### src/rtl/game_state_controller.sv
// Game sequencer: button debounce, collide edge detection, lives/score
// bookkeeping and the MENU/RUN/PAUSE/OVER/WIN state machine.

module gsc_debounce #(
  parameter int unsigned CYCLES = 4
) (
  input  logic clk,
  input  logic rst_n,
  input  logic btn_i,
  output logic press_o
);

  localparam int CW = $clog2(CYCLES + 1);
  localparam logic [CW-1:0] CMAX = CW'(CYCLES);

  logic          sync1_q;
  logic          sync2_q;
  logic          stable_q;
  logic          stable_d;
  logic          press_q;
  logic          press_d;
  logic [CW-1:0] cnt_q;
  logic [CW-1:0] cnt_d;

  always_comb begin
    cnt_d    = '0;
    stable_d = stable_q;
    press_d  = 1'b0;
    if (sync2_q != stable_q) begin
      if (cnt_q == CMAX) begin
        stable_d = sync2_q;
        press_d  = sync2_q;
      end else begin
        cnt_d = cnt_q + CW'(1);
      end
    end
  end

  always_ff @(posedge clk or negedge rst_n) begin
    if (!rst_n) begin
      sync1_q  <= 1'b0;
      sync2_q  <= 1'b0;
      stable_q <= 1'b0;
      press_q  <= 1'b0;
      cnt_q    <= '0;
    end else begin
      sync1_q  <= btn_i;
      sync2_q  <= sync1_q;
      stable_q <= stable_d;
      press_q  <= press_d;
      cnt_q    <= cnt_d;
    end
  end

  assign press_o = press_q;

endmodule

module game_state_controller #(
  parameter int unsigned DEBOUNCE_CYCLES = 1000000,
  parameter int unsigned HIT_COOLDOWN    = 200000000,
  parameter int unsigned LIVES_INIT      = 3,
  parameter int unsigned WIN_SCORE       = 9
) (
  input  logic       clk,
  input  logic       rst_n,
  input  logic       btn_start,
  input  logic       btn_pause,
  input  logic [3:0] enemy_collide,
  input  logic       food_collide,
  output logic       gamemenu,
  output logic       gamerun,
  output logic       gamepause,
  output logic       gameover,
  output logic       gamewin,
  output logic [7:0] score,
  output logic [2:0] lives
);

  localparam int CDW = $clog2(HIT_COOLDOWN + 1);
  localparam logic [CDW-1:0] CD_LOAD = CDW'(HIT_COOLDOWN);
  localparam logic [2:0]     L_INIT  = 3'(LIVES_INIT);
  localparam logic [7:0]     W_SCORE = 8'(WIN_SCORE);

  typedef enum logic [2:0] {
    S_MENU,
    S_RUN,
    S_PAUSE,
    S_OVER,
    S_WIN
  } state_t;

  state_t         state_q;
  state_t         state_d;
  logic           start_p;
  logic           pause_p;
  logic [3:0]     enemy_q;
  logic           food_q;
  logic [CDW-1:0] cool_q;
  logic [CDW-1:0] cool_d;
  logic [7:0]     score_q;
  logic [7:0]     score_d;
  logic [2:0]     lives_q;
  logic [2:0]     lives_d;
  logic           hit;
  logic           eat;
  logic           gamemenu_q;
  logic           gamerun_q;
  logic           gamepause_q;
  logic           gameover_q;
  logic           gamewin_q;

  gsc_debounce #(.CYCLES(DEBOUNCE_CYCLES)) u_db_start (
    .clk     (clk),
    .rst_n   (rst_n),
    .btn_i   (btn_start),
    .press_o (start_p)
  );

  gsc_debounce #(.CYCLES(DEBOUNCE_CYCLES)) u_db_pause (
    .clk     (clk),
    .rst_n   (rst_n),
    .btn_i   (btn_pause),
    .press_o (pause_p)
  );

  // History tracks levels in every state, so a level already high on
  // re-entering RUN never looks like a fresh edge.
  always_comb begin
    hit = (state_q == S_RUN) && (cool_q == '0)
          && (|(enemy_collide & ~enemy_q));
    eat = (state_q == S_RUN) && food_collide && !food_q;
  end

  always_comb begin
    state_d = state_q;
    score_d = score_q;
    lives_d = lives_q;
    cool_d  = cool_q;
    unique case (state_q)
      S_MENU: begin
        if (start_p) begin
          state_d = S_RUN;
          lives_d = L_INIT;
          score_d = '0;
          cool_d  = '0;
        end
      end
      S_RUN: begin
        if (hit) begin
          lives_d = (lives_q == '0) ? '0 : lives_q - 3'd1;
          cool_d  = CD_LOAD;
        end else if (cool_q != '0) begin
          cool_d = cool_q - CDW'(1);
        end
        if (eat && score_q != 8'hff) begin
          score_d = score_q + 8'd1;
        end
        if (lives_d == '0) begin
          state_d = S_OVER;
        end else if (score_d >= W_SCORE) begin
          state_d = S_WIN;
        end else if (pause_p) begin
          state_d = S_PAUSE;
        end
      end
      S_PAUSE: begin
        if (start_p) begin
          state_d = S_MENU;
        end else if (pause_p) begin
          state_d = S_RUN;
        end
      end
      S_OVER, S_WIN: begin
        if (start_p) begin
          state_d = S_MENU;
        end
      end
      default: state_d = S_MENU;
    endcase
  end

  always_ff @(posedge clk or negedge rst_n) begin
    if (!rst_n) begin
      state_q     <= S_MENU;
      enemy_q     <= '0;
      food_q      <= 1'b0;
      cool_q      <= '0;
      score_q     <= '0;
      lives_q     <= L_INIT;
      gamemenu_q  <= 1'b1;
      gamerun_q   <= 1'b0;
      gamepause_q <= 1'b0;
      gameover_q  <= 1'b0;
      gamewin_q   <= 1'b0;
    end else begin
      state_q     <= state_d;
      enemy_q     <= enemy_collide;
      food_q      <= food_collide;
      cool_q      <= cool_d;
      score_q     <= score_d;
      lives_q     <= lives_d;
      gamemenu_q  <= (state_d == S_MENU);
      gamerun_q   <= (state_d == S_RUN);
      gamepause_q <= (state_d == S_PAUSE);
      gameover_q  <= (state_d == S_OVER);
      gamewin_q   <= (state_d == S_WIN);
    end
  end

  assign gamemenu  = gamemenu_q;
  assign gamerun   = gamerun_q;
  assign gamepause = gamepause_q;
  assign gameover  = gameover_q;
  assign gamewin   = gamewin_q;
  assign score     = score_q;
  assign lives     = lives_q;

endmodule

### config.mk
export PLATFORM = sky130hd
export DESIGN_NAME = game_state_controller
export DESIGN_NICKNAME = d
export VERILOG_FILES = /design/src/rtl/game_state_controller.sv
export SDC_FILE = /design/constraint.sdc
export NUM_CORES = 1
export LEC_CHECK = 0
export CAP_MARGIN = 30
export CORE_MARGIN = 3
export CORE_UTILIZATION = 31
export CTS_CLUSTER_DIAMETER = 60
export DETAILED_ROUTE_END_ITERATION = 12
export GPL_ROUTABILITY_DRIVEN = 1
export PLACE_DENSITY = 0.44
export SKIP_CTS_REPAIR_TIMING = 1
export SLEW_MARGIN = 20
export SYNTH_ARGS = -nofsm -noshare
export SYNTH_HDL_FRONTEND = slang
export SYNTH_HIERARCHICAL = 1
export SYNTH_SLANG_ARGS = --single-unit
### constraint.sdc
create_clock -name clk -period 2.6 [get_ports clk]
set_input_delay 0.39 -clock clk [delete_from_list [all_inputs] [get_ports clk]]
set_output_delay 0.39 -clock clk [all_outputs]
set_load 0.05 [all_outputs]
# After elaboration in Yosys (flattened, before gate mapping)
# Index checks and enable logic that the tools add are counted.
# Widths: inputs -> output; s select.
[totals]
regBits = 100
inputBits = 9
output_inout_bits = 16
word_cells = 92
[op_classes]
n_addsub = 5
order_cmp = 1
n_eq_ne = 15
mux = 29
bitwise_logic = 2
n_reduce_logical = 19
[op_table]
columns = ["cell", "count"]
rows = [
  ["$mux 28", 3],
  ["$mux 20", 4],
  ["$pmux 28 s2", 1],
  ["$add 20x1->20 const B", 2],
  ["$eq 20x20->1 const B", 2],
  ["$mux 3", 11],
  ["$logic_not 28->1", 1],
  ["$reduce_bool 28->1", 1],
  ["$sub 28x1->28 const B", 1],
  ["$mux 8", 3],
  ["$pmux 8 s2", 1],
  ["$eq 3x2->1 const B", 4],
  ["$logic_not 3->1", 4],
  ["$pmux 3 s4", 1],
  ["$add 8x1->8 const B", 1],
  ["$ge 8x4->1 const B", 1],
  ["$ne 8x8->1 const B", 1],
  ["$eq 3x1->1 const B", 2],
  ["$eq 3x3->1 const B", 2],
  ["$pmux 3 s2", 1],
  ["$reduce_and 2->1", 3],
  ["$logic_and 1x1->1", 5],
  ["$and 4x4->4", 1],
  ["$mux 1", 4],
  ["10 further kinds", 11],
]

# Logic depth before layout (Yosys ltp)
# Gate-level depths: netlist of run 1.
[logic_depth]
depth_word = 11
mapped_depth = 9

# Modules after synthesis
# The synthesis of run 1 kept the hierarchy.
[by_module_without_submodules]
columns = ["module", "n_inst", "cells_per_inst", "area_per_inst_um2", "seq_area_each_um2"]
rows = [
  ["game_state_controller", 1, 336, 2925.3, 1305.0],
  ["gsc_debounce", 2, 119, 1231.2, 600.6],
]

# Least setup slack after synthesis of run 1
# OpenSTA, ideal clock, no wires.
[synth_path]
path_kind = "flip-flop to flip-flop"
from = "register cool_q[4]"
to = "register cool_q[13]"
setup_ps = 83
arrival_time_ps = 2439
required_ps = 2517
path_slack_ps = 78
path_stages_with_launch = 8
n_path_buf = 2
path_cell_list = "dfrtp_1 or4_1 buf_2 or4_1 buf_2 or4_1 or3_1 o21ai_0"
[synth_via]
elab_chain_len = 5
[synth_lines]
columns = ["item", "line_no", "text"]
rows = [
  ["start: declaration", "99", "logic [CDW-1:0] cool_q;"],
  ["start signal: assignment", "200", "cool_q <= cool_d;"],
  ["parallel branches: the longest is 5 deep, another holds $sub 28x1->28", "--", ""],
]
# Parallel ways; which one is timed is not known. The select of a mux whose other input is x is not followed.
# A chain may end at the register's enable or synchronous reset.

# Worst setup path after layout of run 1
[layout_path]
from = "register cool_q[10]"
to = "register gamerun_q, in the netlist gamerun"
[layout_via]
elab_chain_len = 9
[layout_lines]
columns = ["item", "line_no", "text"]
rows = [
  ["$logic_not 28->1", "130", "hit = (state_q == S_RUN) && (cool_q == '0)"],
  ["$logic_and 1x1->1", "130", ""],
  ["$logic_and 1x1->1", "131", "&& (|(enemy_collide & ~enemy_q));"],
  ["$mux 3", "150", "if (hit) begin"],
  ["$mux 3", "140", "unique case (state_q)"],
  ["$logic_not 3->1", "159", "if (lives_d == '0) begin"],
  ["$mux 3", "159", ""],
  ["$pmux 3 s4", "140", ""],
  ["named net state_d[2]", "94", "state_t state_d;"],
  ["$eq 3x1->1", "204", "gamerun_q <= (state_d == S_RUN);"],
  ["end signal: assignment", "204", ""],
  ["end: declaration", "108", "logic gamerun_q;"],
]
# The timed path passes the listed nets, and every way through them passes these cells. The select of a mux whose other input is x is not followed.

==> parameters.txt, run 1 <==
Parameter                              Value

Cells and area
  Fill cell instance count of the final layout    about 1.7k
  Post-route cell area    0.00640 mm^2
  Final Net Count    629
  Antenna diode count    0
  Area growth from synthesis to layout    18.8%
  Layout cell share with drive strength beyond 1    about an eighth

Logic synthesis
  Post-synth EDFFs    0
  Synth Net Count    590
  Flip-flop cell with the highest count after synthesis    sky130_fd_sc_hd__dfrtp_1
  Synthesized netlist cell count    574
  Area of the mapped netlist    between 0.005 and 0.006 mm^2
  Register bit count reported by yosys    100
  Share of the yosys chip area belonging to registers    between 40% and 50%
  Average cell area after synthesis    ~9.4 um^2
  Synthesis warning total    6
  Post-synth cell types    58
  Share of synthesized registers carrying an async set or reset    100%

Timing
  Final count of pins violating max slew    0
  Period utilization    approximately 94%
  FMAX    407 MHz
  Tightest slew margin relative to the limit    43.5%
  Minimum period implied by the final worst setup slack    2460 ps
  Final setup skew    6.24 ps
  Actual slew at the worst max-slew pin    847 ps
  Aggregate negative setup slack    0 ps
  Final setup fails    0
  Number of hold violations in the final report    0

Power and ir drop
  Leakage Power    2.56 nW
  Peak ir drop on the vdd network    0.324 mV
  Power Dens Cells    between 500 and 600 mW/mm^2

Setup path
  Largest stage delay, worst path    460 ps
  Maximum fanout encountered on the critical timing path    8
  Ordered cell list for the critical path    nor4_1 > and3_1 > nand4_1 > o211ai_1 > a32oi_1 > nor4b_1
  Logic depth of the worst path, buffers included    6
  Buf/Inv on CP    0
  Path type of the worst setup path    reg -> reg
  Arrival time at the worst endpoint    2700 ps
  Startpoint Class    flop
  Slowest stage cell on the critical path    sky130_fd_sc_hd__dfrtp_1
  Required time of the critical path    ~2800 ps
  Worst r2r path cells    6
  Endpoint class of the critical path    flop
  Cell type group with the largest total delay on the critical path    simple AND/OR/NAND/NOR gates

Global routing
  Initial antenna violation count    0
  Total track usage    14.4%
  Global-route wire length before repair    21800 um
  Maximum number of pins on one net before global-route repair    61
  Vias in the first global route    4187
  GRT Residual Overflow    0

Worst hold path
  Worst hold path class    in -> async

Detailed routing
  Number of DRC markers after the initial detailed-route iteration    233
  Drt via density    5.21
  Final routed wirelength across all metal layers    roughly 13000 um
  Routed wirelength normalized by instance count    15.3 um
  Antenna viol nets, final    0
  Vias post-DR    4362
  First-pass DRT Iterations    4
  Number of DRC violations after detailed routing    0

Clock tree
  Clock Tree Buf Depth    2
  CTS root buffer    sky130_fd_sc_hd__clkbuf_16
  Number of H-tree branching levels    3
  TritonCTS clock tree    done
  Clk slew on worst S/H paths    roughly 70 ps
  Number of clock sinks    100
  Clock latency on the worst-skew pair    350 ps
  Total CTS buffers    9

Placement
  Routability cong.    0.822
  Post-DP HPWL    approximately 9000 um
  Placed Instance Area    roughly 0.006 mm^2
  Count of buffers from port buffering    24

Status
  Outcome    completed

Floorplanning
  Die X-Extent    138 um
  I/O pin count    25
  Number of core rows    47
  Core area    0.0168 mm^2
  Die area    0.0190 mm^2
  Effective utilization at floorplan    32.0%
  Height of the die    138 um

Flow run
  Total of max-cap violations    0
-- worst paths after layout --
check / from / end / slack (ps)
setup reg to reg: cool_q[10] / gamerun / 140
setup / recovery: cool_q[10] / gamerun / 140
max in group asynchronous: rst_n / u_db_pause/cnt_q[16] / 1860
min in group clk: u_db_start/sync1_q / u_db_start/sync2_q / 350
hold / removal: rst_n / cool_q[11] / 20
hold reg to reg: u_db_start/sync1_q / u_db_start/sync2_q / 350
-- area by class of cell --
type	count	area (um^2)	share of cell area [%]
sequential	100	2510	39.2
clock inverter	7	115	1.80
inverter	21	78.8	1.23
tap	220	275	4.30
clock buffer	9	225	3.52
timing repair buffer	54	488	7.62
multi-input combinational	427	2710	42.4
-- Yosys cell counts, drive strengths merged (6+ instances only) --
cell    number  area (um^2)
dfrtp       97         2430
nor2        61          229
o21ai       49          253
nand2       36          135
a21oi       28          148
nand3       28          140
nor4        27          181
xnor2       24          210
inv         21         78.8
nor3        21          105
nand4       18          155
clkbuf      17         66.3
or4         11         82.6
and3        10         62.6
xor2        10         87.6
buf          9         70.1
nor3b        8         60.1
ha           7         87.6
nor2b        7         43.8
o31ai        6         45.0
or3          6         37.5
-- through the flow --
step	setup slack [ps]	power, mW	hold WS (ps)	std cells	util [%]
after floorplan	78.0	1.66	94.4	574	-
after global placement	2.14	1.72	334	821	35.7
after detailed placement	-0.391	1.72	335	821	35.7
after CTS	-33.9	3.30	49.4	837	37.8
after global routing	-33.1	3.38	62.2	838	38.1
final	143	3.24	23.0	838	38.1
-- routing by layer --
layer | GRT usage (%) | vias to the layer above | routed length (um)
met4 | 3.40 | 0 | 101
met2 | 21.4 | 65 | 5770
met3 | 3.94 | 9 | 482
li1 | - | 2175 | -
met1 | 20.9 | 2113 | 6500
met5 | 0 | - | 0
-- registers in the layout, summed over array words and instances, names as in the netlist, 3 cells and up --
name and flops:
u_db_start/cnt_q 20, state_q 3, cool_q 28, enemy_q 4, u_db_pause/cnt_q 20, lives 3, score 8
-- cells by family after synthesis --
logic type	Yosys count	synth area share [%]
AND/OR/NAND/NOR	262	27.4
AO/OA/AOI/OAI	116	13.4
flip-flops	100	46.5
buffers and inverters	47	3.99
XOR/XNOR	34	5.53
multiplexers	8	1.56
adder cells (fa/ha/maj)	7	1.63
-- cells in the final DEF (no fill, tap or decap), types with 7 or more instances in the layout --
| cell | netlist | layout |
|---|---|---|
| sky130_fd_sc_hd__dfrtp_1 | 97 | 97 |
| sky130_fd_sc_hd__nor2_1 | 61 | 61 |
| sky130_fd_sc_hd__o21ai_0 | 47 | 46 |
| sky130_fd_sc_hd__nand2_1 | 36 | 36 |
| sky130_fd_sc_hd__buf_4 | 0 | 29 |
| sky130_fd_sc_hd__nand3_1 | 28 | 28 |
| sky130_fd_sc_hd__a21oi_1 | 26 | 26 |
| sky130_fd_sc_hd__xnor2_1 | 24 | 24 |
| sky130_fd_sc_hd__nor4_1 | 25 | 23 |
| sky130_fd_sc_hd__clkdlybuf4s50_1 | 0 | 23 |
| sky130_fd_sc_hd__inv_1 | 21 | 21 |
| sky130_fd_sc_hd__nor3_1 | 21 | 18 |
| sky130_fd_sc_hd__nand4_1 | 14 | 14 |
| sky130_fd_sc_hd__or4_1 | 11 | 10 |
| sky130_fd_sc_hd__and3_1 | 10 | 10 |
| sky130_fd_sc_hd__xor2_1 | 10 | 10 |
| sky130_fd_sc_hd__clkbuf_16 | 0 | 9 |
| sky130_fd_sc_hd__nor3b_1 | 8 | 7 |
| sky130_fd_sc_hd__nor2b_1 | 7 | 7 |
| sky130_fd_sc_hd__ha_1 | 7 | 7 |
-- report_power, final --
| part | internal [mW] | switching, mW |
|---|---|---|
| clock | 0.938 | 0.614 |
| sequential | 1.57 | 0.0200 |
| combinational | 0.0337 | 0.0616 |
Power figures use the tool's default switching activity.
==> run 2, diff against run 1 <==
Settings changed: CTS_CLUSTER_DIAMETER 60 to default.
==> results of run 2 <==
Same layout as run 1: the final DEF is identical, and so are final timing and power.
